**config.mk**
```make
export PLATFORM = sky130hd
export DESIGN_NAME = counter_sweep_ctrl
export DESIGN_NICKNAME = d
export VERILOG_FILES = /design/src/rtl/counter_sweep_pkg.sv /design/src/rtl/counter_sweep_ctrl.sv
export SDC_FILE = /design/constraint.sdc
export NUM_CORES = 1
export LEC_CHECK = 0
export ABC_AREA = 1
export ABC_CLOCK_PERIOD_IN_PS = 2750
export BUFFER_PORTS_ARGS = -buffer_cell sky130_fd_sc_hd__buf_4
export CAP_MARGIN = 20
export CORE_AREA = 3 3 69 71
export DETAILED_ROUTE_END_ITERATION = 16
export DIE_AREA = 0 0 72 74
export PLACE_DENSITY_LB_ADDON = 0.12
export SLEW_MARGIN = 20
export SYNTH_ARGS = -nofsm -noshare
export SYNTH_HDL_FRONTEND = slang
export SYNTH_SLANG_ARGS = --single-unit
```
**constraint.sdc**
```tcl
create_clock -name clk -period 2.75 [get_ports clk]
set_input_delay 0.55 -clock clk [delete_from_list [all_inputs] [get_ports clk]]
set_output_delay 0.55 -clock clk [all_outputs]
set_load 0.02 [all_outputs]
```
**src/rtl/counter_sweep_pkg.sv**
```systemverilog
// Shared types and defaults for the counter sweep sequencer.
// Direction encoding matches the up/down counter's direction input.
package counter_sweep_pkg;

   localparam int WIDTH_DEFAULT   = 8;
   localparam int SWEEP_W_DEFAULT = 4;

   localparam logic DIR_UP   = 1'b1;
   localparam logic DIR_DOWN = 1'b0;

   typedef enum logic [2:0] {
      IDLE  = 3'd0,
      CLEAR = 3'd1,
      SEEK  = 3'd2,
      UP    = 3'd3,
      DOWN  = 3'd4,
      DONE  = 3'd5
   } state_e;

endpackage

```
**src/rtl/counter_sweep_ctrl.sv**
```systemverilog
// Closed-loop sequencer that walks the counter through N lo->hi->lo triangles.
// Enable/direction are decoded combinationally so the counter turns with no dwell.
module counter_sweep_ctrl
   import counter_sweep_pkg::*;
#(
   parameter int WIDTH   = WIDTH_DEFAULT,
   parameter int SWEEP_W = SWEEP_W_DEFAULT
) (
   input  logic               clk,
   input  logic               rst,
   input  logic               start,
   input  logic [WIDTH-1:0]   lo,
   input  logic [WIDTH-1:0]   hi,
   input  logic [SWEEP_W-1:0] sweeps,
   input  logic               pause,
   input  logic               abort,
   input  logic [WIDTH-1:0]   cnt_value,
   output logic               cnt_rst,
   output logic               cnt_enable,
   output logic               cnt_direction,
   output logic               busy,
   output logic               done,
   output logic               cfg_err,
   output logic [SWEEP_W-1:0] sweeps_done
);

   state_e             state_q, state_d;
   logic [WIDTH-1:0]   lo_q, lo_d, hi_q, hi_d;
   logic [SWEEP_W-1:0] sweeps_q, sweeps_d;
   logic [SWEEP_W-1:0] sweeps_done_q, sweeps_done_d;
   logic               cfg_err_q, cfg_err_d;
   logic [SWEEP_W:0]   sd_inc;
   logic               bad_cfg;

   assign bad_cfg = (lo >= hi) || (sweeps == '0);
   assign sd_inc  = {1'b0, sweeps_done_q} + (SWEEP_W+1)'(1);

   // NOTE: every signal driven here gets a default first, so no path through the
   // case statement can leave it unassigned and infer a latch.
   always_comb begin
      state_d       = state_q;
      lo_d          = lo_q;
      hi_d          = hi_q;
      sweeps_d      = sweeps_q;
      sweeps_done_d = sweeps_done_q;
      cfg_err_d     = 1'b0;
      cnt_enable    = 1'b0;
      cnt_direction = DIR_DOWN;

      unique case (state_q)
         IDLE: begin
            if (start) begin
               if (bad_cfg) begin
                  cfg_err_d = 1'b1;
               end else begin
                  lo_d          = lo;
                  hi_d          = hi;
                  sweeps_d      = sweeps;
                  sweeps_done_d = '0;
                  state_d       = CLEAR;
               end
            end
         end
         CLEAR: state_d = SEEK;
         SEEK: begin
            if (!pause) begin
               cnt_enable    = 1'b1;
               cnt_direction = DIR_UP;
               if (cnt_value == lo_q) state_d = UP;
            end
         end
         UP: begin
            if (!pause) begin
               cnt_enable = 1'b1;
               if (cnt_value == hi_q) begin
                  cnt_direction = DIR_DOWN;
                  state_d       = DOWN;
               end else begin
                  cnt_direction = DIR_UP;
               end
            end
         end
         DOWN: begin
            if (!pause) begin
               if (cnt_value != lo_q) begin
                  cnt_enable    = 1'b1;
                  cnt_direction = DIR_DOWN;
               end else begin
                  // Saturate at the requested count; a turn at lo closes one sweep.
                  sweeps_done_d = (sd_inc >= {1'b0, sweeps_q}) ? sweeps_q
                                                               : sd_inc[SWEEP_W-1:0];
                  if (sd_inc < {1'b0, sweeps_q}) begin
                     cnt_enable    = 1'b1;
                     cnt_direction = DIR_UP;
                     state_d       = UP;
                  end else begin
                     state_d = DONE;
                  end
               end
            end
         end
         DONE:    state_d = IDLE;
         default: state_d = IDLE;
      endcase

      if (abort && (state_q != IDLE)) begin
         state_d       = IDLE;
         sweeps_done_d = sweeps_done_q;
         cnt_enable    = 1'b0;
         cnt_direction = DIR_DOWN;
      end
      if (rst) cnt_enable = 1'b0;
   end

   always_ff @(posedge clk) begin
      if (rst) begin
         state_q       <= IDLE;
         sweeps_done_q <= '0;
         cfg_err_q     <= 1'b0;
      end else begin
         state_q       <= state_d;
         sweeps_done_q <= sweeps_done_d;
         cfg_err_q     <= cfg_err_d;
      end
   end

   // NOTE: the configuration registers are deliberately left out of reset; they
   // are only consulted outside IDLE and are always reloaded by an accepted start.
   always_ff @(posedge clk) begin
      lo_q     <= lo_d;
      hi_q     <= hi_d;
      sweeps_q <= sweeps_d;
   end

   assign cnt_rst     = rst | (state_q == CLEAR);
   assign busy        = (state_q != IDLE);
   assign done        = (state_q == DONE) && !abort;
   assign cfg_err     = cfg_err_q;
   assign sweeps_done = sweeps_done_q;

endmodule

```
-- Word-level counts from Yosys, hierarchy flattened
Index checks and enable logic that the tools add are counted.
- register bits after elaboration: 28
- input port bits: 33
- output and inout port bits: 10
- logic and storage cells: 75
- add/subtract/negate cells: 1
- magnitude comparators: 3
- equal/unequal tests: 16
- multiplexer cells: 30
- bitwise logic cells: 5
- reduce and logical (&&, ||, !) cells: 14
- operator list (operator ; number):
    two-way mux 3 bit ; 9
    two-way mux 4 bit ; 5
    == test 8 bit ; 2
    != test 2 bit (second input constant) ; 8
    one-hot mux 3 bit (5 select lines) ; 1
    two-way mux 1 bit ; 12
    >= comparator 8 bit ; 1
    != test 8 bit ; 1
    one-hot mux 4 bit (2 select lines) ; 1
    AND reduction 8 bit ; 1
    == test 3 x 2 -> 1 bit (second input constant) ; 2
    == test 3 bit (second input constant) ; 2
    AND reduction 6 bit ; 1
    adder 4 x 1 -> 5 bit (second input constant) ; 1
    >= comparator 5 x 4 -> 1 bit ; 1
    < comparator 5 x 4 -> 1 bit ; 1
    logical NOT 4 bit ; 1
    inverter 1 bit ; 4
    OR reduction 2 bit ; 2
    == test 3 x 1 -> 1 bit (second input constant) ; 1
    logical NOT 3 bit ; 1
    one-hot mux 1 bit (3 select lines) ; 1
    AND reduction 3 bit ; 1
    nonzero test 3 bit ; 1
    7 further kinds ; 8

-- Longest topological paths before layout
Gate-level depths: netlist (run 1).
- depth in word-level cells: 8
- gate-level depth with buffers: 15
- gate-level depth less buffers: 15

-- Worst setup path after synthesis (run 1)
Ideal clock, no wire load.
- path kind: input port to flip-flop
- from: in hi[7]
- to: reg hi_q[0] (enable)
- setup time: 0.397 ns
- arrival: 2.116 ns
- required time: 2.353 ns
- setup slack: 0.237 ns
- stages on the path: 8
- path buffers: 0
- path through: inv_1 > ha_1 > nand2_1 > inv_1 > and3_1 > nor2_1 > nand2_1 > nor2_1
- cells in the longest elaborated chain, start to end: 4
- RTL lines (what ; RTL line ; RTL):
    start: declaration ; counter_sweep_ctrl.sv:13 ; input logic [WIDTH-1:0] hi,
    >= comparator 8 bit ; counter_sweep_ctrl.sv:35 ; assign bad_cfg = (lo >= hi) || (sweeps == '0);
    logical OR 1 bit ; counter_sweep_ctrl.sv:35 ;
    inverter 1 bit (no source line) ; -- ;
    AND reduction 3 bit (no source line) ; -- ;
    end signal: assignment ; counter_sweep_ctrl.sv:131 ; hi_q <= hi_d;
    end: declaration ; counter_sweep_ctrl.sv:28 ; logic [WIDTH-1:0] lo_q, lo_d, hi_q, hi_d;
No other way between the ends.
A chain may end at the register's enable or synchronous reset.

-- Final worst setup path (run 1)
- from: reg sweeps_done_q[0] (netlist: sweeps_done[0])
- to: out cnt_direction
- cells in the longest elaborated chain, start to end: 7
- RTL lines (what ; RTL line ; RTL):
    start: declaration ; counter_sweep_ctrl.sv:30 ; logic [SWEEP_W-1:0] sweeps_done_q, sweeps_done_d;
    start signal: assignment ; counter_sweep_ctrl.sv:122 ; sweeps_done_q <= sweeps_done_d;
    adder 4 x 1 -> 5 bit ; counter_sweep_ctrl.sv:36 ; assign sd_inc = {1'b0, sweeps_done_q} + (SWEEP_W+1)'(1);
    < comparator 5 x 4 -> 1 bit ; counter_sweep_ctrl.sv:92 ; if (sd_inc < {1'b0, sweeps_q}) begin
    two-way mux 1 bit ; counter_sweep_ctrl.sv:92 ;
    two-way mux 1 bit ; counter_sweep_ctrl.sv:85 ; if (cnt_value != lo_q) begin
    two-way mux 1 bit ; counter_sweep_ctrl.sv:84 ; if (!pause) begin
    one-hot mux 1 bit (3 select lines) ; counter_sweep_ctrl.sv:50 ; unique case (state_q)
    two-way mux 1 bit ; counter_sweep_ctrl.sv:106 ; if (abort && (state_q != IDLE)) begin
    end: declaration ; counter_sweep_ctrl.sv:20 ; output logic cnt_direction,
No other way between the ends.

==> impl_results.md, run 1 <==
- Outcome: finished, final reports clean
- Placeable core area: 4290 sq um
- Worst-case clock buffer depth: 2
- Nets: ~340
- Mean post-synth cell area: approximately 7.8 sq um
- Rows: 24
- Switching share of total power: between 30% and 40%
- Initial cell density of the core: a little over two fifths
- Cell type with the highest aggregate area in the netlist: sky130_fd_sc_hd__edfxtp_1
- H-tree levels: 1
- Overall power: roughly 1.4 mW
- Instance area after placement: about 2200 sq um
- Final wirelength: ~3700 microns
- Total inserted antenna cells: 0
- Share of power burned in combinational logic: 43.8%
- Clock-pin slew reported for the worst setup and hold paths after clock tree synthesis: 0.09 ns
- Crit share post-route: a little over nine tenths
- Shortest period the worst path allows: approximately 2.6 ns
- Startpoint type of the worst setup path: flip-flop
- Met1 usage: between 15 and 20%
- Max Cap Viol: 0
- Leakage power total: ~1.2 nW
- Count of boundary I/O pins: 43
- Internal power consumption: approximately 900 uW
- Synth area leaders: sky130_fd_sc_hd__edfxtp_1, sky130_fd_sc_hd__nand2_1, sky130_fd_sc_hd__ha_1
- Number of CTS-inserted buffers: 3
- Number of nets with antenna violations after routing: 0
- Switching power summed over all nets: 548 uW
- Vertical extent of the die: between 70 and 80 microns
- Critical path cell sequence: nand3_4 > xor2_2 > ha_1 > nand2_1 > nand2_1 > nor2_2 > nand4_1 > o211ai_1 > nand2_1 > inv_2 > buf_6
- Slowest cell delay on critical path: between 0.4 and 0.5 ns
- R2R Path End: sweeps_done[1]
- Routability cong.: 0.893
- Clock share of power: 15.4%
- Growth of design area from synthesis to finish: 28.3%
- Number of warnings printed during yosys synthesis: 0
- Worst-skew pair later-pin latency: 0.27 ns
- Leading cell type in the layout, fill and taps excluded: sky130_fd_sc_hd__nand2_1
- Total iterations of the first detailed-routing run: 4
- Share of power burned in registers: roughly two fifths
- Count of vias placed by the detailed router: 1590
- Critical Path End: cnt_direction
- Global route overflow: 0
- PnR worst setup slack: ~0.13 ns
- Busiest layer in global routing: met2
- Share of post-route cells with drive strength above 1: between 20% and 30%
- Clock tree from TritonCTS: yes
- Most frequent cells in the layout: sky130_fd_sc_hd__nand2_1, sky130_fd_sc_hd__buf_4, sky130_fd_sc_hd__inv_1
- Minimum setup slack after placement: around 0.29 ns
- Cell at the root of the clock tree: sky130_fd_sc_hd__clkbuf_8
- Number of instances in the synthesized netlist: between 200 and 250
- Cell occurring most often along the worst timing path: sky130_fd_sc_hd__nand2_1
- Multi-input gate area in the final layout: between 900 and 1000 sq um
- Final routed DRC violation total: 0
- Peak clock frequency supported by timing: approximately 0.38 GHz
- Hold_sp: sweeps[1]
- # fillers: 430
- Max Transition Viols Final: 0
- Average vias per placed instance: ~4.7
- Setup violations, final: 0
- Post-synth cell types: 29
- Worst vdd rail ir drop: about 0.23 mV
- Synth top area share: between 30% and 40%
- Number of sinks on the clock net: 28
- Area of the die: about 5300 sq um
- Half-perimeter wire length of the detailed placement result: 2980 microns
- Hold/Removal Path Class: primary input to flip-flop
- Critical-path top delay cell: sky130_fd_sc_hd__dfxtp_4
- Arrival time reported for the critical path endpoint: 2.07 ns
- Register bit count reported by yosys: 28
- Antenna violations before repair: 0
- Port buffer count: between 40 and 50
- Largest driver fanout on the critical path: 6
- Final hold slack: 0.457 ns
- Final Hold Viols: 0
- Power density over cell area: 611 nW/um^2
- Maximum clock skew at final layout: between 0.003 and 0.004 ns
- WS Path Type: flip-flop to primary output
- Post-Syn Nets: roughly 280
- Cell area after layout: roughly 2400 sq um
- Global-route usage over all layers: approximately 15%
- Vias in the first global route: between 1000 and 1500
- GR Layer Usage met3: 2.97%
- R2R setup slack: 0.57 ns
- Worst Hold Path Cells: 1
- Initial drt markers: 60
- Least-Margin Pin Slew: around 0.3 ns
- Sequential-to-total area share from yosys stat: approximately two fifths
- Beginning of the worst register-to-register path: sweeps_done[0]
- Length in cells of the worst reg-to-reg path: 13
- Total area of sequential cells: ~770 sq um
- Nature of the critical path endpoint: primary output
- Unrepaired setup endpoints after global routing: true
- Headroom to the max-slew limit: about four fifths
- Maximum number of pins on one net before global-route repair: 21
- Cell area after synthesis: 1840 sq um
- Crit. Startpoint: sweeps_done[0]
- Global-route track usage on met2: between 20% and 30%
- Required time reported for the critical path endpoint: between 2 and 2.5 ns
- Util after Layout: a little under three fifths
- Wire length of the first global-routing pass: ~6300 microns
- WL/cell: roughly 11 microns
- Floorplan die width: between 70 and 80 microns
through the flow:
| stage | std cells | setup TNS [ns] |
|---|---|---|
| after global placement | 332 | 0 |
| after CTS | 336 | 0 |
| after global routing | 340 | -0.0372 |
| after floorplan | 237 | 0 |
| after detailed placement | 332 | 0 |
| final | 340 | 0 |
power groups by stage:
stage	clock (mW)	combinational, mW	sequential (mW)
2_1_floorplan	0	0.422	0.600
3_3_place_gp	0	0.616	0.590
3_5_place_dp	0	0.613	0.591
4_1_cts	0.232	0.616	0.582
5_1_grt	0.247	0.727	0.600
6_report	0.223	0.633	0.590
worst min path at each step:
stage	endpoint
2_1_floorplan	state_q[2]
3_3_place_gp	sweeps_done[1]
3_5_place_dp	sweeps_done[1]
4_1_cts	sweeps_q[0]
5_1_grt	hi_q[5]
6_report	sweeps_q[1]
layout make-up:
type	instances	share of cell area, %
flip-flops and latches	28	32.7
multi-input cells	166	40.7
repair buffers	47	15.1
clock buffers	3	1.75
clock inverters	1	0.159
well taps	52	2.75
inverters	43	6.93
kinds of logic (layout without fill, tap and decap cells):
family | after synthesis | in the layout | share of synthesized area [%]
and+or+nand+nor | 126 | 126 | 30.1
AOI/OAI and AO/OA | 14 | 14 | 4.75
adders and majority gates | 13 | 13 | 8.82
buffers and inverters | 43 | 94 | 8.89
DFF | 28 | 28 | 41.2
xor gates and xnor gates | 13 | 13 | 6.17
state kept, by name, summed over array words and instances (netlist names):
register / count
hi_q: 8
lo_q: 8
sweeps_done: 4
sweeps_q: 4
state_q: 3
cfg_err: 1
metal layers:
metal  part of all wire (%)  vias to the layer above
met5                      0                        -
met4                    1.2                        0
met3                    5.6                        5
met2                     48                       36
met1                     45                      692
li1                       -                      857
worst max-delay path, delay by kind of cell, from the launching register on:
kind,cells,cell delay (ns)
flip-flops,1,0.41
buffers and inverters,2,0.16
AND/OR/NAND/NOR,6,0.56
AO/OA/AOI/OAI,1,0.19
XOR/XNOR,1,0.16
adder cells (fa/ha/maj),1,0.32
cell usage after synthesis (all sizes together):
| cell type | number |
|---|---|
| nand4 | 6 |
| inv | 43 |
| o21bai | 1 |
| dfxtp | 8 |
| a31oi | 1 |
| nor4 | 1 |
| xor2 | 2 |
| a21oi | 9 |
| xnor2 | 11 |
| nand3 | 12 |
| or2 | 2 |
| o211ai | 1 |
| nand2 | 73 |
| nor2 | 28 |
| and3 | 1 |
| o21ai | 2 |
| edfxtp | 20 |
| nand3b | 1 |
| nor3b | 2 |
| ha | 13 |
repair_timing:
action	4_1_cts	5_1_grt
resized for setup	2	14
pin swaps	0	5
hold buffers	0	0
endpoints found under the setup margin	1	2
setup buffers	0	4
gates cloned	0	0
No activity file was read; power rests on OpenSTA's default activity.
==> run 2, diff against run 1 <==
ABC_AREA = not set   (was 1)
CORE_AREA = 3 3 67 69   (was 3 3 69 71)
DIE_AREA = 0 0 70 72   (was 0 0 72 74)
==> impl_results.md, run 2 <==
- Synth Area in Compound Gates: 15.7% (+11 points)
- Main combinational cell family by area after synthesis: compound AO/OA/AOI/OAI gates
- Routability cong.: 0.971 (+8.7%)
- Largest driver fanout on the critical path: 3 (-3)
- Arrival time reported for the critical path endpoint: 2.15 ns (+0.08 ns)
- Count of boundary I/O pins: 43 (unchanged)
- Leading cell type in the layout, fill and taps excluded: sky130_fd_sc_hd__buf_4
- Crit share post-route: 98.2% (+3.0 points)
- Average vias per placed instance: 5.57 (+19%)
- Number of enable-type register cells in the synthesized netlist: 20 (unchanged)
- Worst-skew pair later-pin latency: 0.28 ns (about the same)
- Hold/Removal Path Class: primary input to flip-flop
- Setup TNS: 0 ns (unchanged)
- Vertical extent of the die: 72 microns (-2.7%)
- # fillers: 344 (-20%)
- Post-synth cell types: 49 (+69%)
- Final Hold Viols: 0 (unchanged)
- Top Registers: hi_q: 8 flops, lo_q: 8 flops
- Most numerous cell in the Yosys netlist: sky130_fd_sc_hd__edfxtp_1
- Global-route usage over all layers: 16.9% (+1.9 points)
- Number of warnings printed during yosys synthesis: 0 (unchanged)
- Maximum number of pins on one net before global-route repair: 21 (unchanged)
- Vias in the first global route: 1541 (+3.4%)
- Post-Syn Nets: 208 (-27%)
- Number of instances in the synthesized netlist: 162 (-32%)
- Port buffer count: 42 (unchanged)
- Initial drt markers: 119 (+98%)
- Mean post-synth cell area: 10.8 sq um (+38%)
- Crit-path leading delay family: compound AO/OA/AOI/OAI gates
- Worst vdd rail ir drop: 0.245 mV (+6.8%)
- Total iterations of the first detailed-routing run: 4 (unchanged)
- Synth area leaders: sky130_fd_sc_hd__edfxtp_1, sky130_fd_sc_hd__ha_1, sky130_fd_sc_hd__dfxtp_1
- Post-synthesis share of cell area spent on and, or, nand and nor gates: 14.6% (-15 points)
- Fraction of synthesized cell area in xor and xnor cells: 9.54% (+3.4 points)
- H-tree levels: 1 (unchanged)
- Wire length of the first global-routing pass: 6820 microns (+7.7%)
- Critical path cell sequence: ha_4 > xor2_4 > ha_4 > a21oi_4 > o221ai_4 > nor2_2 > a21oi_1 > nor3_1 > buf_4
- Floorplan die width: 70 microns (-2.8%)
- Share of post-route cells with drive strength above 1: 37.4% (+13 points)
- Most frequent cells in the layout: sky130_fd_sc_hd__buf_4, sky130_fd_sc_hd__edfxtp_1, sky130_fd_sc_hd__inv_1
- WL/cell: 16.2 microns (+50%)
- Half-perimeter wire length of the detailed placement result: 3130 microns (+5.1%)
- Final routed DRC violation total: 0 (unchanged)
- # hold bufs at CTS: 0 (unchanged)
- Count of vias placed by the detailed router: 1470 (-7.5%)
- Number of nets with antenna violations after routing: 0 (unchanged)
- Predominant post-synthesis flop cell: sky130_fd_sc_hd__edfxtp_1
- Startpoint type of the worst setup path: flip-flop
- Area of the die: 5040 sq um (-5.4%)
- Cell at the root of the clock tree: sky130_fd_sc_hd__clkbuf_8
- Setup violations, final: 0 (unchanged)
- Most common library cells after synthesis: sky130_fd_sc_hd__edfxtp_1, sky130_fd_sc_hd__inv_1, sky130_fd_sc_hd__ha_1
- Initial cell density of the core: 43.9% (+0.97 points)
- Slowest cell delay on critical path: 0.38 ns (-0.03 ns)
- Least-Margin Pin Slew: 0.651 ns (+0.358 ns)
- Shortest period the worst path allows: 2.70 ns (+0.0823 ns)
- Clock-pin slew reported for the worst setup and hold paths after clock tree synthesis: 0.10 ns (about the same)
- Register bit count reported by yosys: 28 (unchanged)
- Required time reported for the critical path endpoint: 2.20 ns (about the same)
- Synth top area share: 34.4% (+1.9 points)
- Headroom to the max-slew limit: 56.3% (-24 points)
- Peak clock frequency supported by timing: 0.370 GHz (-3.0%)
- Power density over cell area: 554 nW/um^2 (-9.4%)
- Final wirelength: 4270 microns (+17%)
- Max Transition Viols Final: 0 (unchanged)
- Outcome: finished, final reports clean
- Nets: 261 (-22%)
- Sequential-to-total area share from yosys stat: 43.6% (+2.4 points)
- Maximum clock skew at final layout: 0.00524 ns (+0.00221 ns)
- WS Path Type: flip-flop to primary output
- Post-layout instance count excluding filler cells: 264 (-22%)
- Mux contribution to synthesized area: 1.94% (+1.9 points)
- Global route overflow: 0 (unchanged)
- Number of CTS-inserted buffers: 3 (unchanged)
- Max Cap Viol: 0 (unchanged)
- Cell occurring most often along the worst timing path: sky130_fd_sc_hd__ha_4
- Clock tree from TritonCTS: yes
- Final hold slack: 0.451 ns (-0.00576 ns)
- Number of sinks on the clock net: 28 (unchanged)
- Placeable core area: 3970 sq um (-7.5%)
- Antenna violations before repair: 0 (unchanged)
- Post-synthesis adder-cell area fraction: 9.33% (+0.51 points)
- Worst-case clock buffer depth: 2 (unchanged)
- Util after Layout: 59.6% (+4.5 points)
- Post-synthesis async set-or-reset flop share: 0% (unchanged)
- Leakage power total: 0.975 nW (-16%)
- Number of placed instances, taps included: 252 (-24%)
- Critical-path top delay cell: sky130_fd_sc_hd__dfxtp_4
- Cell area after synthesis: 1740 sq um (-5.4%)
- Crit path buffers/inverters: 1 (-1)
- Rows: 23 (-4.2%)
- Growth of design area from synthesis to finish: 35.7%
- Nature of the critical path endpoint: primary output
- Cell type with the highest aggregate area in the netlist: sky130_fd_sc_hd__edfxtp_1
- Total inserted antenna cells: 0 (unchanged)
[run 2: cell families (layout without fill, tap and decap cells)]
logic type,after synthesis,after routing
AND/OR/NAND/NOR,41,41
AO/OA/AOI/OAI,38,38
flip-flops,28,28
buffers and inverters,20,72
XOR/XNOR,19,19
adder cells (fa/ha/maj),13,13
multiplexers,3,3
[run 2: where the power goes]
group	switching, mW	total [mW]	leakage (nW)	internal (mW)
Clock	0.135	0.239	0.0228	0.104
Sequential	0.0666	0.592	0.253	0.526
Combinational	0.252	0.478	0.700	0.226
[run 2: path summary, 6_finish.rpt]
check,startpoint,slack (ns),depth (start not counted),end
worst min-delay path,hi[2],0.45,1,hi_q[2]
worst max register to register,sweeps_done[1],0.39,9,sweeps_done[3]
worst max-delay path,sweeps_done[1],0.05,9,cnt_direction
worst min register to register,sweeps_done[1],0.56,2,sweeps_done[1]
[run 2: cell type report]
cell class	instances	area (sq um)	share of cell area (%)
Timing Repair Buffer	52	407	17.2
Multi-Input combinational cell	114	1020	43.2
Tap cell	50	62.6	2.64
Inverter	16	60.1	2.54
Sequential cell	28	769	32.5
Clock buffer	4	45.0	1.90
[run 2: worst register-to-register path: stages (launching register included)]
cell,delay [ns]
sky130_fd_sc_hd__dfxtp_4,0.37
sky130_fd_sc_hd__ha_4,0.18
sky130_fd_sc_hd__xor2_4,0.16
sky130_fd_sc_hd__ha_4,0.31
sky130_fd_sc_hd__a21oi_4,0.07
sky130_fd_sc_hd__buf_4,0.13
sky130_fd_sc_hd__o221ai_1,0.44
sky130_fd_sc_hd__mux2_2,0.41
sky130_fd_sc_hd__nand4_1,0.09
sky130_fd_sc_hd__a21oi_1,0.09
[run 2: through the flow]
step           area, sq um  power [mW]  setup slack [ns]
5_1_grt               2370        1.38           -0.0291
3_3_place_gp          2120        1.05             0.233
2_1_floorplan         1750       0.911            0.0268
4_1_cts               2280        1.29          -0.00403
6_report              2370        1.31            0.0505
3_5_place_dp          2120        1.06             0.174
[run 2: repair_timing]
| item | 4_1_cts | 5_1_grt |
|---|---|---|
| setup endpoints to repair | 2 | 2 |
| pin swaps | 7 | 7 |
| setup buffers | 7 | 1 |
| resized for setup | 12 | 12 |
[run 2: layer usage]
| metal | track usage (%) | vias to the layer above | wire [microns] |
|---|---|---|---|
| li1 | - | 713 | - |
| met1 | 18.2 | 707 | 1690 |
| met2 | 32.5 | 39 | 2300 |
| met3 | 3.32 | 11 | 184 |
| met4 | 6.81 | 0 | 95 |
| met5 | 0 | - | 0 |
==> run 3, diff against run 2 <==
CORE_AREA = 3 3 81 83   (was 3 3 67 69)
DIE_AREA = 0 0 84 86   (was 0 0 70 72)
==> impl_results.md, run 3 (synthesis results as in run 2) <==
- Least-Margin Pin Slew: 0.580 ns (-0.0711 ns)
- Outcome: finished, final reports clean
- Met1 Wirelength: 1920 microns (+14%)
- Required time reported for the critical path endpoint: 2.91 ns (+0.71 ns)
- Nets: 267 (+2.3%)
- Final hold slack: 0.451 ns (+0.000396 ns)
- Max Cap Viol: 0 (unchanged)
- Rows: 28 (+22%)
- Wire length of the first global-routing pass: 6610 microns (-3.1%)
- Top Registers: hi_q: 8 flops, lo_q: 8 flops
- Length in cells of the worst reg-to-reg path: 17 (+8)
- Antenna violations before repair: 0 (unchanged)
- Global-route usage over all layers: 11.2% (-5.7 points)
- Final Hold Viols: 0 (unchanged)
- Worst-skew pair later-pin latency: 0.28 ns (about the same)
- Half-perimeter wire length of the detailed placement result: 3210 microns (+2.4%)
- Critical Path End: state_q[1]
- Number of sinks on the clock net: 28 (unchanged)
- Most frequent cells in the layout: sky130_fd_sc_hd__buf_4, sky130_fd_sc_hd__edfxtp_1, sky130_fd_sc_hd__inv_1
- Maximum number of pins on one net before global-route repair: 21 (unchanged)
- Count of vias placed by the detailed router: 1459 (-0.75%)
- Total inserted antenna cells: 0 (unchanged)
- Max Transition Viols Final: 0 (unchanged)
- Shortest period the worst path allows: 2.67 ns (-0.0305 ns)
- WS Path Type: flip-flop to flip-flop
- Worst-case clock buffer depth: 2 (unchanged)
- Beginning of the worst register-to-register path: sweeps_done[0]
- WL/cell: 14.4 microns (-11%)
- Final wirelength: 4240 microns (-0.75%)
- Largest driver fanout on the critical path: 3 (unchanged)
- Final routed DRC violation total: 0 (unchanged)
- Power density over cell area: 540 nW/um^2 (-2.4%)
- Nature of the critical path endpoint: flip-flop
- Average vias per placed instance: 4.95 (-11%)
- Highest metal layer with signal wires: met4
- Routability cong.: 0.855 (-12%)
- Critical-path top delay cell: sky130_fd_sc_hd__dfxtp_2
- # fillers: 594 (+73%)
- Total iterations of the first detailed-routing run: 4 (unchanged)
- Critical path depth: 17 (+8)
- Setup violations, final: 0 (unchanged)
- Area of the die: 7220 sq um (+43%)
- Headroom to the max-slew limit: 61.1% (+4.8 points)
- Number of CTS-inserted buffers: 3 (unchanged)
- Post-layout instance count excluding filler cells: 295 (+12%)
- H-tree levels: 1 (unchanged)
- Clock-pin slew reported for the worst setup and hold paths after clock tree synthesis: 0.10 ns (about the same)
- # hold bufs at CTS: 0 (unchanged)
- Initial cell density of the core: 29.5% (-14 points)
- Startpoint type of the worst setup path: flip-flop
- Initial drt markers: 69 (-42%)
- Number of nets with antenna violations after routing: 0 (unchanged)
- Crit-path leading delay family: buffers and inverters
- Share of post-route cells with drive strength above 1: 39.1% (+1.7 points)
- Leakage power total: 1.01 nW (+3.4%)
- Met3 wirelength from detailed routing: 221 microns (+20%)
- Placeable core area: 5920 sq um (+49%)
- Cell occurring most often along the worst timing path: sky130_fd_sc_hd__buf_4
- Growth of design area from synthesis to finish: 38.9%
- Worst vdd rail ir drop: 0.245 mV (about the same)
- Peak clock frequency supported by timing: 0.375 GHz (+1.1%)
- Clock tree from TritonCTS: yes
- Crit. Startpoint: sweeps_done[0]
- Slowest cell delay on critical path: 0.38 ns (about the same)
- Arrival time reported for the critical path endpoint: 2.83 ns (+0.68 ns)
- Crit share post-route: 97.1% (-1.1 points)
- Port buffer count: 42 (unchanged)
- Vertical extent of the die: 86 microns (+19%)
- Global route overflow: 0 (unchanged)
- Floorplan die width: 84 microns (+20%)
- Leading cell type in the layout, fill and taps excluded: sky130_fd_sc_hd__buf_4
- Maximum clock skew at final layout: 0.00505 ns (-0.000197 ns)
- Cell at the root of the clock tree: sky130_fd_sc_hd__clkbuf_8
- Critical path cell sequence: buf_6 > nand3_4 > xnor2_2 > ha_1 > nand3_2 > o221ai_4 > nor2_2 > buf_4 > buf_4 > buf_4 > buf_4 > buf_4 > buf_4 > buf_4 > buf_4 > a21oi_2 > a211oi_1
- Vias in the first global route: 1470 (-4.6%)
- Number of placed instances, taps included: 277 (+9.9%)
- Amount of wire on met2 after detailed routing: 2050 microns (-11%)
- Count of boundary I/O pins: 43 (unchanged)
- R2R setup slack: 0.08 ns (-0.31 ns)
- Hold/Removal Path Class: primary input to flip-flop
- Crit path buffers/inverters: 9 (+8)
- R2R Path End: state_q[1]
run 3: cell type report:
class / instances / area (sq um) / area share [%]
Clock buffer: 4 / 45.0 / 1.86
Inverter: 16 / 60.1 / 2.48
Timing Repair Buffer: 58 / 452 / 18.6
Multi-Input combinational cell: 114 / 1000 / 41.4
Sequential cell: 28 / 769 / 31.8
Tap cell: 75 / 93.8 / 3.87
run 3: worst reg2reg max path: stages (launching register included):
cell and delay [ns]:
sky130_fd_sc_hd__dfxtp_2 0.38, sky130_fd_sc_hd__buf_6 0.12, sky130_fd_sc_hd__nand3_4 0.07, sky130_fd_sc_hd__xnor2_2 0.15, sky130_fd_sc_hd__ha_1 0.33, sky130_fd_sc_hd__nand3_2 0.11
sky130_fd_sc_hd__o221ai_4 0.21, sky130_fd_sc_hd__nor2_2 0.06, sky130_fd_sc_hd__buf_4 0.13, sky130_fd_sc_hd__buf_4 0.12, sky130_fd_sc_hd__buf_4 0.12, sky130_fd_sc_hd__buf_4 0.12
sky130_fd_sc_hd__buf_4 0.12, sky130_fd_sc_hd__buf_4 0.11, sky130_fd_sc_hd__buf_4 0.12, sky130_fd_sc_hd__buf_4 0.12, sky130_fd_sc_hd__a21oi_2 0.10, sky130_fd_sc_hd__a211oi_1 0.08
run 3: worst min path at each step:
stage | end | cells past startpoint | slack [ns] | start
after floorplan | sweeps_done[0] | 2 | 0.58 | sweeps_q[0]
after global placement | sweeps_done[1] | 2 | 0.52 | sweeps_done[1]
after detailed placement | sweeps_done[1] | 2 | 0.53 | sweeps_done[1]
after CTS | hi_q[3] | 1 | 0.45 | hi[3]
after global routing | hi_q[3] | 1 | 0.44 | hi[3]
final | hi_q[3] | 1 | 0.45 | hi[3]
run 3: through the flow:
step | instance area [sq um] | utilization (%) | total power [mW] | setup WS [ns] | setup TNS (ns)
after global routing | 2420 | 40.9 | 1.40 | -0.0396 | -0.0670
after CTS | 2270 | 38.3 | 1.30 | -0.00350 | -0.00350
after detailed placement | 2150 | 36.3 | 1.06 | 0.205 | 0
final | 2420 | 40.9 | 1.31 | 0.0810 | 0
after global placement | 2150 | 36.3 | 1.06 | 0.261 | 0
after floorplan | 1750 | - | 0.911 | 0.0268 | 0
run 3: report_power, final:
part / leakage [nW] / switching (mW) / internal, mW
logic: 0.733 / 0.256 / 0.231
clock network: 0.0228 / 0.128 / 0.104
registers: 0.253 / 0.0648 / 0.526
run 3: timing repair:
item | 4_1_cts | 5_1_grt
setup endpoints to repair | 1 | 3
gates cloned | 0 | 0
pin swaps | 2 | 5
buffers inserted | 8 | 6
resized for setup | 3 | 20
run 3: metal layers:
metal | GRT usage [%] | vias to the layer above
met1 | 14.2 | 678
li1 | - | 724
met4 | 3.07 | 0
met3 | 2.31 | 6
met2 | 19.5 | 51
met5 | 0 | -
